**config.mk**
```make
export PLATFORM = sky130hd
export DESIGN_NAME = instr_fetch
export DESIGN_NICKNAME = d
export VERILOG_FILES = /design/src/rtl/instr_fetch.sv
export SDC_FILE = /design/constraint.sdc
export NUM_CORES = 1
export LEC_CHECK = 0
export CAP_MARGIN = 25
export CORE_ASPECT_RATIO = 1.2
export CORE_UTILIZATION = 42
export CTS_CLUSTER_DIAMETER = 50
export DETAILED_ROUTE_END_ITERATION = 8
export PLACE_DENSITY = 0.79
export SETUP_SLACK_MARGIN = 0.4
export SYNTH_ARGS = -nofsm -noshare
export SYNTH_HDL_FRONTEND = slang
export SYNTH_SLANG_ARGS = --single-unit
```
**constraint.sdc**
```tcl
create_clock -name clock -period 2.95 [get_ports clock]
set_clock_uncertainty 0.1 [all_clocks]
set_input_delay 0.885 -clock clock [delete_from_list [all_inputs] [get_ports clock]]
set_output_delay 0.885 -clock clock [all_outputs]
set_load 0.005 [all_outputs]
```
**src/rtl/instr_fetch.sv**
```systemverilog
// Fetch stage: owns the PC, drives the synchronous imem and pairs each returned
// word with its address. It supports stall-hold, zero-bubble redirect and a consumed-instruction count.
module instr_fetch #(
  parameter int unsigned       ADDR_W   = 12,
  parameter int unsigned       DATA_W   = 32,
  parameter logic [ADDR_W-1:0] RESET_PC = '0
) (
  input  logic              clock,
  input  logic              reset,
  input  logic              stall,
  input  logic              redirect_valid,
  input  logic [ADDR_W-1:0] redirect_pc,
  output logic [ADDR_W-1:0] address_imem,
  input  logic [DATA_W-1:0] q_imem,
  output logic              insn_valid,
  output logic [DATA_W-1:0] insn,
  output logic [ADDR_W-1:0] insn_pc,
  output logic [ADDR_W-1:0] pc_plus1,
  output logic [31:0]       fetch_count
);

  logic [ADDR_W-1:0] pc;
  logic [ADDR_W-1:0] resp_pc;
  logic              resp_valid;
  logic [31:0]       count_q;
  logic              hold;
  logic              consumed;

  assign hold     = stall & resp_valid & ~redirect_valid;
  assign consumed = resp_valid & ~stall;

  // While holding, the same word is re-read so q_imem stays stable.
  always_comb begin
    if (!reset)
      address_imem = RESET_PC;
    else if (redirect_valid)
      address_imem = redirect_pc;
    else if (hold)
      address_imem = resp_pc;
    else
      address_imem = pc;
  end

  always_ff @(posedge clock or negedge reset) begin
    if (!reset) begin
      pc         <= RESET_PC;
      resp_pc    <= '0;
      resp_valid <= 1'b0;
      count_q    <= '0;
    end else begin
      if (consumed)
        count_q <= count_q + 32'd1;
      if (redirect_valid) begin
        resp_pc    <= redirect_pc;
        resp_valid <= 1'b1;
        pc         <= redirect_pc + 1'b1;
      end else if (!hold) begin
        resp_pc    <= pc;
        resp_valid <= 1'b1;
        pc         <= pc + 1'b1;
      end
    end
  end

  assign insn_valid  = resp_valid;
  assign insn        = q_imem;
  assign insn_pc     = resp_pc;
  assign pc_plus1    = resp_pc + 1'b1;
  assign fetch_count = count_q;

endmodule
```
==> results of run 1 <==
-- sequential cells by signal (all words and copies together) (netlist names) --
name and flops:
fetch_count 32, insn_valid 1, insn_pc 12, pc 12
-- worst min-delay path by stage --
stage	from	endpoint	slack, ns	cells past startpoint
finish	fetch_count[31]$_DFFE_PN0P_	fetch_count[31]$_DFFE_PN0P_	0.38	1
global route	fetch_count[31]$_DFFE_PN0P_	fetch_count[31]$_DFFE_PN0P_	0.41	1
CTS	fetch_count[31]$_DFFE_PN0P_	fetch_count[31]$_DFFE_PN0P_	0.38	1
detailed placement	fetch_count[31]$_DFFE_PN0P_	fetch_count[31]$_DFFE_PN0P_	0.36	1
global placement	fetch_count[31]$_DFFE_PN0P_	fetch_count[31]$_DFFE_PN0P_	0.38	1
floorplan	fetch_count[31]$_DFFE_PN0P_	fetch_count[31]$_DFFE_PN0P_	0.37	1
-- stage by stage --
stage               instance area [sq um]  total power [mW]  TNS, ns  setup slack, ns
floorplan                            3380              1.26        0            0.244
global placement                     4310              1.58    -8.65           -0.766
detailed placement                   4310              1.59    -9.03           -0.768
CTS                                  4950              2.40        0           0.0211
global route                         5230              2.64   -0.138          -0.0538
finish                               5230              2.53  -0.0367          -0.0287
-- report_power, final --
| group | internal [mW] | switching [mW] |
|---|---|---|
| Clock | 0.372 | 0.347 |
| Combinational | 0.465 | 0.329 |
| Sequential | 0.872 | 0.144 |
| Total | 1.71 | 0.820 |
-- cell usage in the layout (no fill, tap or decap), types with 3 or more instances in the layout --
cell type	n
sky130_fd_sc_hd__and3_4	3
sky130_fd_sc_hd__buf_6	14
sky130_fd_sc_hd__o21ai_2	4
sky130_fd_sc_hd__nand2_2	4
sky130_fd_sc_hd__a21oi_1	6
sky130_fd_sc_hd__o21ai_4	4
sky130_fd_sc_hd__clkbuf_2	4
sky130_fd_sc_hd__buf_4	69
sky130_fd_sc_hd__dfrtp_1	55
sky130_fd_sc_hd__nand2_4	3
sky130_fd_sc_hd__nand2_1	26
sky130_fd_sc_hd__buf_2	17
sky130_fd_sc_hd__nand3_2	3
sky130_fd_sc_hd__and2_1	10
sky130_fd_sc_hd__xnor2_2	3
sky130_fd_sc_hd__mux2i_1	8
sky130_fd_sc_hd__nand3_1	20
sky130_fd_sc_hd__and3_1	3
sky130_fd_sc_hd__clkdlybuf4s50_1	46
sky130_fd_sc_hd__o21ai_0	4
sky130_fd_sc_hd__nand4_1	14
sky130_fd_sc_hd__dlymetal6s2s_1	3
sky130_fd_sc_hd__mux2i_4	5
sky130_fd_sc_hd__xnor2_1	38
sky130_fd_sc_hd__nor2_1	14
sky130_fd_sc_hd__clkbuf_8	12
sky130_fd_sc_hd__and4b_1	3
sky130_fd_sc_hd__inv_1	4
sky130_fd_sc_hd__xor2_1	15
sky130_fd_sc_hd__dlygate4sd2_1	9
sky130_fd_sc_hd__buf_8	6
sky130_fd_sc_hd__and4_1	5
-- layout make-up --
type / count / area, sq um
well taps: 92 / 115
inverters: 5 / 18.8
clock buffers: 12 / 165
clock inverters: 4 / 26.3
multi-input cells: 238 / 1950
flip-flops and latches: 57 / 1430
repair buffers: 172 / 1530
fillers: 518 / 2430
-- critical path, cell delays in order --
cell                       delay (ns)
sky130_fd_sc_hd__buf_8           0.10
sky130_fd_sc_hd__buf_8           0.13
sky130_fd_sc_hd__or2_4           0.26
sky130_fd_sc_hd__buf_6           0.14
sky130_fd_sc_hd__nand2b_4        0.06
sky130_fd_sc_hd__a21boi_4        0.17
sky130_fd_sc_hd__and2_4          0.16
sky130_fd_sc_hd__buf_6           0.09
-- cell families after synthesis --
| family | Yosys count | share of synthesized area |
|---|---|---|
| compound gates | 27 | 0.0460 |
| xor+xnor | 56 | 0.148 |
| fa+ha+maj | 3 | 0.0113 |
| buf+inv | 46 | 0.0901 |
| flops | 57 | 0.430 |
| mux | 19 | 0.0588 |
| other cells | 1 | 0.00113 |
| simple gates | 131 | 0.215 |
-- layer usage --
metal | vias up | part of all wire | global-route usage
met5 | - | 0 | 0
met4 | 0 | 0.055 | 0.166
met3 | 56 | 0.052 | 0.0589
met2 | 166 | 0.52 | 0.453
met1 | 1572 | 0.37 | 0.277
li1 | 1423 | - | -
-- repair_timing --
item / in CTS / in global routing
buffers inserted: 36 / 12
cloned: 3 / 0
hold buffers: 0 / 0
gates resized for setup: 151 / 57
pin swaps: 22 / 15
endpoints found under the setup margin: 28 / 24
==> run_summary.xml, run 1 <==
<?xml version="1.0" encoding="UTF-8"?>
<metrics>
  <group name="run_status">
    <metric name="outcome" unit="">complete, but fails checks</metric>
    <metric name="failed_checks" unit="">negative setup slack</metric>
  </group>
  <group name="global_route">
    <metric name="vias_in_the_first_global_route" unit="">3292</metric>
    <metric name="total_routing_usage_reported_by_global_routing" unit="">0.257</metric>
    <metric name="grt_start_max_net_pins" unit="">26</metric>
    <metric name="wire_length_of_the_first_global_routing_pass" unit="um">16300</metric>
    <metric name="initial_antenna_violation_count" unit="">0</metric>
    <metric name="overflow" unit="">0</metric>
  </group>
  <group name="yosys">
    <metric name="yosys.cell_types.count" unit="">38</metric>
    <metric name="synth-edff-count" unit="">0</metric>
    <metric name="asyncSetResetFlopFracSynth" unit="">1.00</metric>
    <metric name="yosysSeqAreaShare" unit="">0.430</metric>
    <metric name="synthMostInstantiatedCell" unit="">sky130_fd_sc_hd__dfrtp_1</metric>
    <metric name="yosys.area.top_type_share" unit="">0.430</metric>
    <metric name="postSynth.topFlopCell" unit="">sky130_fd_sc_hd__dfrtp_1</metric>
    <metric name="syn-mean-instance-area" unit="sq um">9.76</metric>
    <metric name="synth_area" unit="sq um">3320</metric>
    <metric name="yosys_warnings" unit="">0</metric>
    <metric name="ys_top_cells_by_area" unit="">sky130_fd_sc_hd__dfrtp_1, sky130_fd_sc_hd__xnor2_1, sky130_fd_sc_hd__buf_4</metric>
    <metric name="post_synth_most_frequent_cells" unit="">sky130_fd_sc_hd__dfrtp_1, sky130_fd_sc_hd__xnor2_1, sky130_fd_sc_hd__nand2_1</metric>
    <metric name="synth_largest_area_cell" unit="">sky130_fd_sc_hd__dfrtp_1</metric>
    <metric name="ys_ff_latch" unit="">57</metric>
    <metric name="synth_fp_nets" unit="">391</metric>
    <metric name="netlist_instances" unit="">340</metric>
  </group>
  <group name="clock_tree">
    <metric name="cts_num_sinks" unit="">57</metric>
    <metric name="insertion_delay" unit="ns">0.36</metric>
    <metric name="clk_pin_slew_worst_paths" unit="ns">0.07</metric>
    <metric name="cts-root-buf" unit="">sky130_fd_sc_hd__clkbuf_8</metric>
    <metric name="tritoncts" unit="">built</metric>
    <metric name="ctsHtreeMaxLevel" unit="">3</metric>
    <metric name="tritoncts_buffers" unit="">9</metric>
    <metric name="cts_buffer_depth" unit="">2</metric>
  </group>
  <group name="finish">
    <metric name="layout.cells.non_filler" unit="">580</metric>
    <metric name="drive_above_1_share" unit="">0.387</metric>
    <metric name="antenna_cells_inserted" unit="">0</metric>
    <metric name="finalCoreUtilization" unit="">0.683</metric>
    <metric name="num-nets-final" unit="">534</metric>
    <metric name="areaGrowthSynthToFinish" unit="%">57.7</metric>
  </group>
  <group name="setup_path">
    <metric name="startpoint" unit="">redirect_valid</metric>
    <metric name="critical_path.startpoint_type" unit="">input pin</metric>
    <metric name="category_of_the_worst_setup_path_capture_point" unit="">output port</metric>
    <metric name="reg2regPathDepth" unit="">9</metric>
    <metric name="crit-reg2reg-launch" unit="">pc[1]$_DFFE_PN0P_</metric>
    <metric name="cp_data_arrival_time" unit="ns">1.99</metric>
    <metric name="reg2reg_slack" unit="ns">0.81</metric>
    <metric name="critical_path.max_fanout" unit="">6</metric>
    <metric name="timing.rr.end" unit="">pc[8]$_DFFE_PN0P_</metric>
    <metric name="crit_required" unit="ns">1.97</metric>
    <metric name="worstSetupEndpoint" unit="">address_imem[0]</metric>
    <metric name="setup.worst_path.class" unit="">in2out</metric>
  </group>
  <group name="die">
    <metric name="vertical_die_dimension" unit="um">99.4</metric>
    <metric name="floorplan.core_area" unit="sq um">7660</metric>
    <metric name="placement_rows" unit="">35</metric>
    <metric name="die_w" unit="um">83.2</metric>
    <metric name="dieArea" unit="sq um">8260</metric>
    <metric name="initial_core_util" unit="">0.433</metric>
    <metric name="num_io_pins" unit="">149</metric>
  </group>
  <group name="route">
    <metric name="post_drt_via_cell_ratio" unit="">5.55</metric>
    <metric name="detailroute.via_count" unit="">3217</metric>
    <metric name="drt-pass1-iter-count" unit="">5</metric>
    <metric name="wl_per_cell" unit="um">19.2</metric>
    <metric name="number_of_violations_reported_at_the_end_of_detailed_routing_iteration_0" unit="">138</metric>
    <metric name="drtAntennaViolNets" unit="">0</metric>
    <metric name="wl" unit="um">11100</metric>
    <metric name="drt_drc_violations_left" unit="">0</metric>
  </group>
  <group name="placed_design">
    <metric name="placement.io_buffers" unit="">84</metric>
    <metric name="gp_congestion" unit="">0.877</metric>
    <metric name="post-dp-hpwl" unit="um">5910</metric>
    <metric name="placed_cells_incl_taps" unit="">513</metric>
  </group>
  <group name="power">
    <metric name="leakage" unit="nW">2.36</metric>
    <metric name="power_density_over_the_cells" unit="nW/um^2">483</metric>
    <metric name="max-vdd-ir-drop" unit="mV">0.367</metric>
  </group>
  <group name="sta">
    <metric name="rsz0062_at_grt" unit="">true</metric>
    <metric name="hold_viol" unit="">0</metric>
    <metric name="worst_hold_slack" unit="ns">0.375</metric>
    <metric name="setup_viol_count_final" unit="">2</metric>
    <metric name="worst_slack" unit="ns">-0.0287</metric>
    <metric name="post-route-period-util" unit="">1.01</metric>
    <metric name="report.final.slew_viol_count" unit="">0</metric>
    <metric name="min_period" unit="ns">2.98</metric>
    <metric name="clock.fmax" unit="GHz">0.336</metric>
  </group>
  <group name="hold_path">
    <metric name="worstHoldPathType" unit="">reg2reg</metric>
  </group>
  <group name="job">
    <metric name="timing.max_cap.violations" unit="">0</metric>
  </group>
</metrics>
Power figures use the tool's default switching activity.
==> run 2: changes to the inputs <==
- CORE_MARGIN: not set -> 1.5
- MAX_ROUTING_LAYER: not set -> met4
==> run 2 against run 1 <==
Effect of this change: the flow still finishes with violations (negative setup slack); sequential share of layout area is 2.3 points higher; via count is 8.4% lower; critical path depth is 1 lower; non-clock buffer count is 31 lower; worst setup slack better by 0.017 ns; maximum frequency is 0.56% higher; global-route usage is 3.6 points lower; hold slack better by 0.0076 ns; core utilization is 5.3 points lower; clock power is 6.0% lower; register-to-register slack better by 0.11 ns; critical endpoint is now address_imem[6]; largest power group unchanged; highest routed layer unchanged.
==> run_summary.xml, run 2 (synthesis gave the netlist of run 1 again) <==
<?xml version="1.0" encoding="UTF-8"?>
<metrics>
  <group name="die">
    <metric name="die_w" unit="um">84.2</metric>
    <metric name="placement_rows" unit="">35</metric>
    <metric name="floorplan.core_area" unit="sq um">7660</metric>
    <metric name="vertical_die_dimension" unit="um">100</metric>
    <metric name="num_io_pins" unit="">149</metric>
    <metric name="dieArea" unit="sq um">8450</metric>
    <metric name="initial_core_util" unit="">0.433</metric>
  </group>
  <group name="route">
    <metric name="post_drt_via_cell_ratio" unit="">5.38</metric>
    <metric name="drt-pass1-iter-count" unit="">4</metric>
    <metric name="number_of_violations_reported_at_the_end_of_detailed_routing_iteration_0" unit="">68</metric>
    <metric name="wl" unit="um">9340</metric>
    <metric name="detailroute.via_count" unit="">2946</metric>
    <metric name="drtAntennaViolNets" unit="">0</metric>
    <metric name="drt_drc_violations_left" unit="">0</metric>
    <metric name="wl_per_cell" unit="um">17.0</metric>
  </group>
  <group name="job">
    <metric name="timing.max_cap.violations" unit="">0</metric>
  </group>
  <group name="placed_design">
    <metric name="placement.setup.worst_slack" unit="ns">-0.777</metric>
    <metric name="gp_congestion" unit="">0.856</metric>
    <metric name="dp_area" unit="sq um">4280</metric>
    <metric name="placement.io_buffers" unit="">84</metric>
    <metric name="post-dp-hpwl" unit="um">6150</metric>
  </group>
  <group name="power">
    <metric name="max-vdd-ir-drop" unit="mV">0.348</metric>
    <metric name="fin_total_pwr" unit="mW">2.36</metric>
    <metric name="power_density_over_the_cells" unit="nW/um^2">490</metric>
    <metric name="leakage" unit="nW">2.15</metric>
  </group>
  <group name="finish">
    <metric name="finalCoreUtilization" unit="">0.630</metric>
    <metric name="sequential_cell_area" unit="sq um">1430</metric>
    <metric name="mostFrequentLayoutCell" unit="">sky130_fd_sc_hd__dfrtp_1</metric>
    <metric name="largest_reg_flops" unit="">32</metric>
    <metric name="drive_above_1_share" unit="">0.298</metric>
    <metric name="areaGrowthSynthToFinish" unit="%">45.5</metric>
    <metric name="antenna_cells_inserted" unit="">0</metric>
    <metric name="layout_common_cells" unit="">sky130_fd_sc_hd__dfrtp_1, sky130_fd_sc_hd__clkdlybuf4s50_1, sky130_fd_sc_hd__buf_4, sky130_fd_sc_hd__xnor2_1, sky130_fd_sc_hd__nand2_1</metric>
    <metric name="area_of_the_multi_input_gates" unit="sq um">1830</metric>
    <metric name="num-fill-cells" unit="">574</metric>
    <metric name="post-route-cell-area" unit="sq um">4830</metric>
    <metric name="num-nets-final" unit="">502</metric>
  </group>
  <group name="sta">
    <metric name="worst_hold_slack" unit="ns">0.383</metric>
    <metric name="clock.fmax" unit="GHz">0.338</metric>
    <metric name="min_period" unit="ns">2.96</metric>
    <metric name="maxSlewHeadroom" unit="">0.663</metric>
    <metric name="setup_viol_count_final" unit="">1</metric>
    <metric name="worst_slack" unit="ns">-0.0121</metric>
    <metric name="tightestPinTransition" unit="ns">0.500</metric>
    <metric name="report.final.slew_viol_count" unit="">0</metric>
    <metric name="hold_viol" unit="">0</metric>
    <metric name="post-route-period-util" unit="">1.00</metric>
    <metric name="rsz0062_at_grt" unit="">true</metric>
  </group>
  <group name="hold_path">
    <metric name="timing.hold.worst_path_depth" unit="">1</metric>
    <metric name="hold_start" unit="">fetch_count[31]$_DFFE_PN0P_</metric>
    <metric name="worstHoldPathType" unit="">reg2reg</metric>
    <metric name="min_delay_worst_endpoint" unit="">fetch_count[31]$_DFFE_PN0P_</metric>
  </group>
  <group name="global_route">
    <metric name="grt_start_max_net_pins" unit="">31</metric>
    <metric name="overflow" unit="">0</metric>
    <metric name="vias_in_the_first_global_route" unit="">2868</metric>
    <metric name="total_routing_usage_reported_by_global_routing" unit="">0.220</metric>
    <metric name="initial_antenna_violation_count" unit="">0</metric>
    <metric name="wire_length_of_the_first_global_routing_pass" unit="um">14200</metric>
  </group>
  <group name="clock_tree">
    <metric name="cts_buffer_depth" unit="">2</metric>
    <metric name="cts-root-buf" unit="">sky130_fd_sc_hd__clkbuf_8</metric>
    <metric name="tritoncts_buffers" unit="">9</metric>
    <metric name="tritoncts" unit="">built</metric>
    <metric name="cts_num_sinks" unit="">57</metric>
    <metric name="ctsHtreeMaxLevel" unit="">3</metric>
    <metric name="insertion_delay" unit="ns">0.33</metric>
    <metric name="clk_pin_slew_worst_paths" unit="ns">0.07</metric>
  </group>
  <group name="setup_path">
    <metric name="crit_required" unit="ns">1.97</metric>
    <metric name="cp.buffers_inverters" unit="">3</metric>
    <metric name="max_stage_delay" unit="ns">0.26</metric>
    <metric name="cp_data_arrival_time" unit="ns">1.98</metric>
    <metric name="reg2regPathDepth" unit="">10</metric>
    <metric name="category_of_the_worst_setup_path_capture_point" unit="">output port</metric>
    <metric name="setup.worst_path.class" unit="">in2out</metric>
    <metric name="cp_cell_sequence" unit="">buf_8 -&gt; nand2_8 -&gt; buf_8 -&gt; mux2i_1 -&gt; o21ai_2 -&gt; and2_1 -&gt; dlygate4sd2_1</metric>
    <metric name="crit-reg2reg-launch" unit="">pc[0]$_DFFE_PN0P_</metric>
    <metric name="critical_path.startpoint_type" unit="">input pin</metric>
    <metric name="timing.rr.end" unit="">pc[10]$_DFFE_PN0P_</metric>
    <metric name="crit_family" unit="">buffers and inverters</metric>
    <metric name="critical_path.max_fanout" unit="">11</metric>
    <metric name="reg2reg_slack" unit="ns">0.92</metric>
    <metric name="critPathSlowestCell" unit="">sky130_fd_sc_hd__mux2i_1</metric>
    <metric name="worst_path_most_repeated_cell" unit="">sky130_fd_sc_hd__buf_8</metric>
  </group>
  <group name="run_status">
    <metric name="failed_checks" unit="">negative setup slack</metric>
    <metric name="outcome" unit="">complete, but fails checks</metric>
  </group>
</metrics>
==> run 2: changes by cell type in the layout (fill, tap and decap cells not counted), moves of 4 or more <==
| cell | change |
|---|---|
| sky130_fd_sc_hd__o21ai_4 | -4 |
| sky130_fd_sc_hd__nand2_1 | +4 |
| sky130_fd_sc_hd__dlygate4sd2_1 | +9 |
| sky130_fd_sc_hd__buf_6 | -5 |
| sky130_fd_sc_hd__o21ai_2 | +4 |
| sky130_fd_sc_hd__buf_4 | -22 |
| sky130_fd_sc_hd__buf_2 | -7 |
==> run 2: through the flow <==
stage	std cells	setup TNS (ns)
after global placement	510	-8.95
after floorplan	340	0
after global routing	548	-0.0637
final	548	-0.0121
after detailed placement	510	-9.32
after CTS	545	-0.00504
==> run 2: how the worst max path moves through the flow <==
stage	slack, ns	cells after the start	startpoint	endpoint
2_1_floorplan	0.24	5	stall	address_imem[1]
3_3_place_gp	-0.78	7	stall	address_imem[0]
3_5_place_dp	-0.78	6	redirect_valid	address_imem[2]
4_1_cts	-0.005	7	stall	address_imem[1]
5_1_grt	-0.03	7	stall	address_imem[6]
6_report	-0.01	7	stall	address_imem[6]
==> run 2: worst reg2reg max path: stages (launching register included) <==
cell and delay, ns:
sky130_fd_sc_hd__dfrtp_1 0.35, sky130_fd_sc_hd__inv_1 0.08, sky130_fd_sc_hd__o21ai_2 0.16, sky130_fd_sc_hd__buf_4 0.13, sky130_fd_sc_hd__ha_1 0.17, sky130_fd_sc_hd__and4b_1 0.23, sky130_fd_sc_hd__a2bb2oi_1 0.18, sky130_fd_sc_hd__buf_4 0.16
sky130_fd_sc_hd__nand2_1 0.07, sky130_fd_sc_hd__nor3_1 0.20, sky130_fd_sc_hd__nor3_1 0.09
==> run 2: metal layers <==
| layer | part of all wire | track usage |
|---|---|---|
| met5 | 0 | - |
| met1 | 0.40 | 0.240 |
| met3 | 0.050 | 0.0559 |
| met4 | 0.018 | 0.0681 |
| met2 | 0.53 | 0.394 |
==> run 2: repair_timing <==
item | in CTS | in global routing
endpoints found under the setup margin | 31 | 21
pin swaps | 14 | 10
resized for setup | 128 | 25
setup buffers | 19 | 3
hold buffers | 0 | 0
==> run 2: layout make-up <==
type                    instances  area share
clock buffers                  11      0.0314
clock inverters                 5     0.00622
inverters                       5     0.00389
multi-input cells             237       0.378
flip-flops and latches         57       0.296
well taps                      92      0.0238
repair buffers                141       0.261
==> run 2: power breakdown <==
part           leakage [nW]  internal (mW)  total [mW]  switching [mW]
Combinational          1.34          0.404       0.680           0.276
Clock                0.0911          0.346       0.676           0.330
Sequential            0.722          0.872        1.01           0.136
Total                  2.15           1.62        2.36           0.742
==> run 3: changes to the inputs <==
- CORE_UTILIZATION: 42 -> 30
- GPL_TIMING_DRIVEN: not set -> 0
- PLACE_DENSITY: 0.79 -> 0.59
==> run 3 against run 2 <==
Effect of this change: the run still ends with negative setup slack left; global-route usage down 4.3 points; core utilization down 9.9 points; first-iteration DRC count up 66%.
==> run_summary.xml, run 3 (synthesis gave the netlist of run 1 again) <==
<?xml version="1.0" encoding="UTF-8"?>
<metrics>
  <group name="power">
    <metric name="power_density_over_the_cells" unit="nW/um^2">494</metric>
    <metric name="max-vdd-ir-drop" unit="mV">0.323</metric>
    <metric name="p_seq_frac" unit="">0.358</metric>
    <metric name="reported_net_switching_power" unit="mW">0.778</metric>
    <metric name="fin_total_pwr" unit="mW">2.80</metric>
    <metric name="power.switching_fraction" unit="">0.278</metric>
    <metric name="share_clk_of_total_power" unit="">0.360</metric>
    <metric name="p_int" unit="mW">2.02</metric>
    <metric name="p_comb_frac" unit="">0.282</metric>
    <metric name="leakage" unit="nW">2.47</metric>
  </group>
  <group name="die">
    <metric name="placement_rows" unit="">41</metric>
    <metric name="num_io_pins" unit="">149</metric>
    <metric name="vertical_die_dimension" unit="um">118</metric>
    <metric name="dieArea" unit="sq um">11700</metric>
    <metric name="die_w" unit="um">99.0</metric>
    <metric name="initial_core_util" unit="">0.311</metric>
    <metric name="floorplan.core_area" unit="sq um">10700</metric>
  </group>
  <group name="clock_tree">
    <metric name="cts_buffer_depth" unit="">2</metric>
    <metric name="quantity_of_hold_fixing_buffers_added_after_cts" unit="">0</metric>
    <metric name="cts-root-buf" unit="">sky130_fd_sc_hd__clkbuf_16</metric>
    <metric name="insertion_delay" unit="ns">0.32</metric>
    <metric name="cts_num_sinks" unit="">57</metric>
    <metric name="tritoncts_buffers" unit="">9</metric>
    <metric name="ctsHtreeMaxLevel" unit="">3</metric>
    <metric name="tritoncts" unit="">built</metric>
    <metric name="clk_pin_slew_worst_paths" unit="ns">0.05</metric>
  </group>
  <group name="route">
    <metric name="detailroute.via_count" unit="">3074</metric>
    <metric name="drtAntennaViolNets" unit="">0</metric>
    <metric name="post_drt_via_cell_ratio" unit="">4.79</metric>
    <metric name="wl" unit="um">9940</metric>
    <metric name="drt-pass1-iter-count" unit="">4</metric>
    <metric name="number_of_violations_reported_at_the_end_of_detailed_routing_iteration_0" unit="">113</metric>
    <metric name="drt_drc_violations_left" unit="">0</metric>
    <metric name="wl_per_cell" unit="um">15.5</metric>
  </group>
  <group name="finish">
    <metric name="areaGrowthSynthToFinish" unit="%">70.8</metric>
    <metric name="mostFrequentLayoutCell" unit="">sky130_fd_sc_hd__clkdlybuf4s50_1</metric>
    <metric name="num-nets-final" unit="">561</metric>
    <metric name="largest_reg_flops" unit="">32</metric>
    <metric name="drive_above_1_share" unit="">0.333</metric>
    <metric name="antenna_cells_inserted" unit="">0</metric>
    <metric name="layout_common_cells" unit="">sky130_fd_sc_hd__clkdlybuf4s50_1, sky130_fd_sc_hd__buf_4, sky130_fd_sc_hd__dfrtp_1, sky130_fd_sc_hd__xnor2_1, sky130_fd_sc_hd__nand2_1</metric>
  </group>
  <group name="global_route">
    <metric name="overflow" unit="">0</metric>
    <metric name="global_route.usage.met1" unit="">0.212</metric>
    <metric name="groute.layer.met2.usage" unit="">0.298</metric>
    <metric name="grt_start_max_net_pins" unit="">31</metric>
    <metric name="grt_util_met3" unit="">0.0367</metric>
    <metric name="initial_antenna_violation_count" unit="">0</metric>
    <metric name="total_routing_usage_reported_by_global_routing" unit="">0.177</metric>
    <metric name="global_route.peak_usage_layer" unit="">met2</metric>
    <metric name="vias_in_the_first_global_route" unit="">3166</metric>
    <metric name="wire_length_of_the_first_global_routing_pass" unit="um">16000</metric>
  </group>
  <group name="setup_path">
    <metric name="category_of_the_worst_setup_path_capture_point" unit="">output port</metric>
    <metric name="critical_path.max_fanout" unit="">6</metric>
    <metric name="cp_data_arrival_time" unit="ns">1.99</metric>
    <metric name="crit-reg2reg-launch" unit="">pc[0]$_DFFE_PN0P_</metric>
    <metric name="crit_required" unit="ns">1.97</metric>
    <metric name="startpoint" unit="">stall</metric>
    <metric name="max_stage_delay" unit="ns">0.30</metric>
    <metric name="setup.worst_path.class" unit="">in2out</metric>
    <metric name="cp_cell_sequence" unit="">buf_12 -&gt; nand2_8 -&gt; or2_4 -&gt; buf_8 -&gt; mux2_4 -&gt; and2_4 -&gt; buf_6</metric>
    <metric name="cp.buffers_inverters" unit="">3</metric>
    <metric name="crit_family" unit="">simple AND/OR/NAND/NOR gates</metric>
    <metric name="critPathSlowestCell" unit="">sky130_fd_sc_hd__mux2_4</metric>
    <metric name="critical_path.startpoint_type" unit="">input pin</metric>
  </group>
  <group name="sta">
    <metric name="min_period" unit="ns">2.97</metric>
    <metric name="clock.fmax" unit="GHz">0.336</metric>
    <metric name="report.final.slew_viol_count" unit="">0</metric>
    <metric name="hold_viol" unit="">0</metric>
    <metric name="post-route-period-util" unit="">1.01</metric>
    <metric name="timing.setup.tns" unit="ns">-0.0246</metric>
    <metric name="rsz0062_at_grt" unit="">true</metric>
    <metric name="setup_viol_count_final" unit="">1</metric>
    <metric name="worst_slack" unit="ns">-0.0246</metric>
  </group>
  <group name="placed_design">
    <metric name="post-dp-hpwl" unit="um">6770</metric>
    <metric name="placement.io_buffers" unit="">116</metric>
    <metric name="gp_congestion" unit="">0.835</metric>
  </group>
  <group name="job">
    <metric name="timing.max_cap.violations" unit="">0</metric>
  </group>
  <group name="hold_path">
    <metric name="worstHoldPathType" unit="">in2async</metric>
  </group>
  <group name="run_status">
    <metric name="failed_checks" unit="">negative setup slack</metric>
    <metric name="outcome" unit="">complete, but fails checks</metric>
  </group>
</metrics>
[run 3: changes by cell type in the layout (fill, tap and decap cells not counted), sizes merged]
cell / change
clkdlybuf4s50: +33
buf: +28
dlygate4sd2: -5
clkbuf: +4
clkdlybuf4s15: -3
bufbuf: +2
clkinvlp: -2
bufinv: +1
dlymetal6s2s: -1
[run 3: path summary, 6_finish.rpt]
kind,endpoint,slack [ns],cells past startpoint
max in group asynchronous,insn_pc[2]$_DFF_PN0_,1.96,2
min in group clock,fetch_count[31]$_DFFE_PN0P_,0.37,1
worst max register to register,pc[6]$_DFFE_PN0P_,0.84,9
worst min-delay path,fetch_count[2]$_DFFE_PN0P_,0.29,1
worst max-delay path,address_imem[1],-0.02,7
worst min register to register,fetch_count[31]$_DFFE_PN0P_,0.37,1
[run 3: layout make-up]
| cell class | count | area [sq um] |
|---|---|---|
| clock inverters | 4 | 45.0 |
| multi-input cells | 237 | 1840 |
| inverters | 5 | 18.8 |
| well taps | 129 | 161 |
| repair buffers | 159 | 1580 |
| fillers | 940 | 5000 |
| flip-flops and latches | 57 | 1430 |
| clock buffers | 10 | 239 |
| plain buffers | 41 | 355 |
[run 3: power by group through the flow]
| stage | Clock [mW] | Sequential (mW) | Combinational [mW] |
|---|---|---|---|
| after floorplan | 0 | 0.984 | 0.279 |
| after global placement | 0 | 1.01 | 0.626 |
| after detailed placement | 0 | 1.02 | 0.634 |
| after CTS | 1.03 | 0.996 | 0.760 |
| after global routing | 1.07 | 1.02 | 0.851 |
| final | 1.01 | 1.00 | 0.789 |
[run 3: per-layer routing]
layer | wire length (um) | vias up
li1 | - | 1476
met1 | 4230 | 1462
met2 | 5070 | 122
met3 | 508 | 14
met4 | 138 | 0
met5 | 0 | -
[run 3: repair_timing]
item	CTS	global route
pin swaps	22	10
gates resized for setup	173	22
gates cloned	3	0
setup endpoints to repair	35	22
setup buffers	35	4
[run 3: worst reg2reg max path, cell delays in order, from the launching register on]
cell                       delay, ns
sky130_fd_sc_hd__dfrtp_1        0.33
sky130_fd_sc_hd__inv_1          0.05
sky130_fd_sc_hd__o21ai_1        0.15
sky130_fd_sc_hd__buf_4          0.13
sky130_fd_sc_hd__ha_1           0.23
sky130_fd_sc_hd__and4b_1        0.32
sky130_fd_sc_hd__nor2_2         0.06
sky130_fd_sc_hd__a221oi_1       0.30
sky130_fd_sc_hd__xnor2_1        0.20
sky130_fd_sc_hd__mux2i_1        0.11
[run 3: stage by stage]
step	cell area, sq um	hold WS, ns	utilization	setup slack [ns]	std cells
finish	5670	0.292	0.531	-0.0246	642
CTS	5560	0.290	0.521	-0.0218	638
global route	5670	0.296	0.531	-0.0526	642
floorplan	3380	0.367	-	0.244	340
global placement	4700	0.362	0.440	-2.66	585
detailed placement	4710	0.366	0.442	-0.985	586
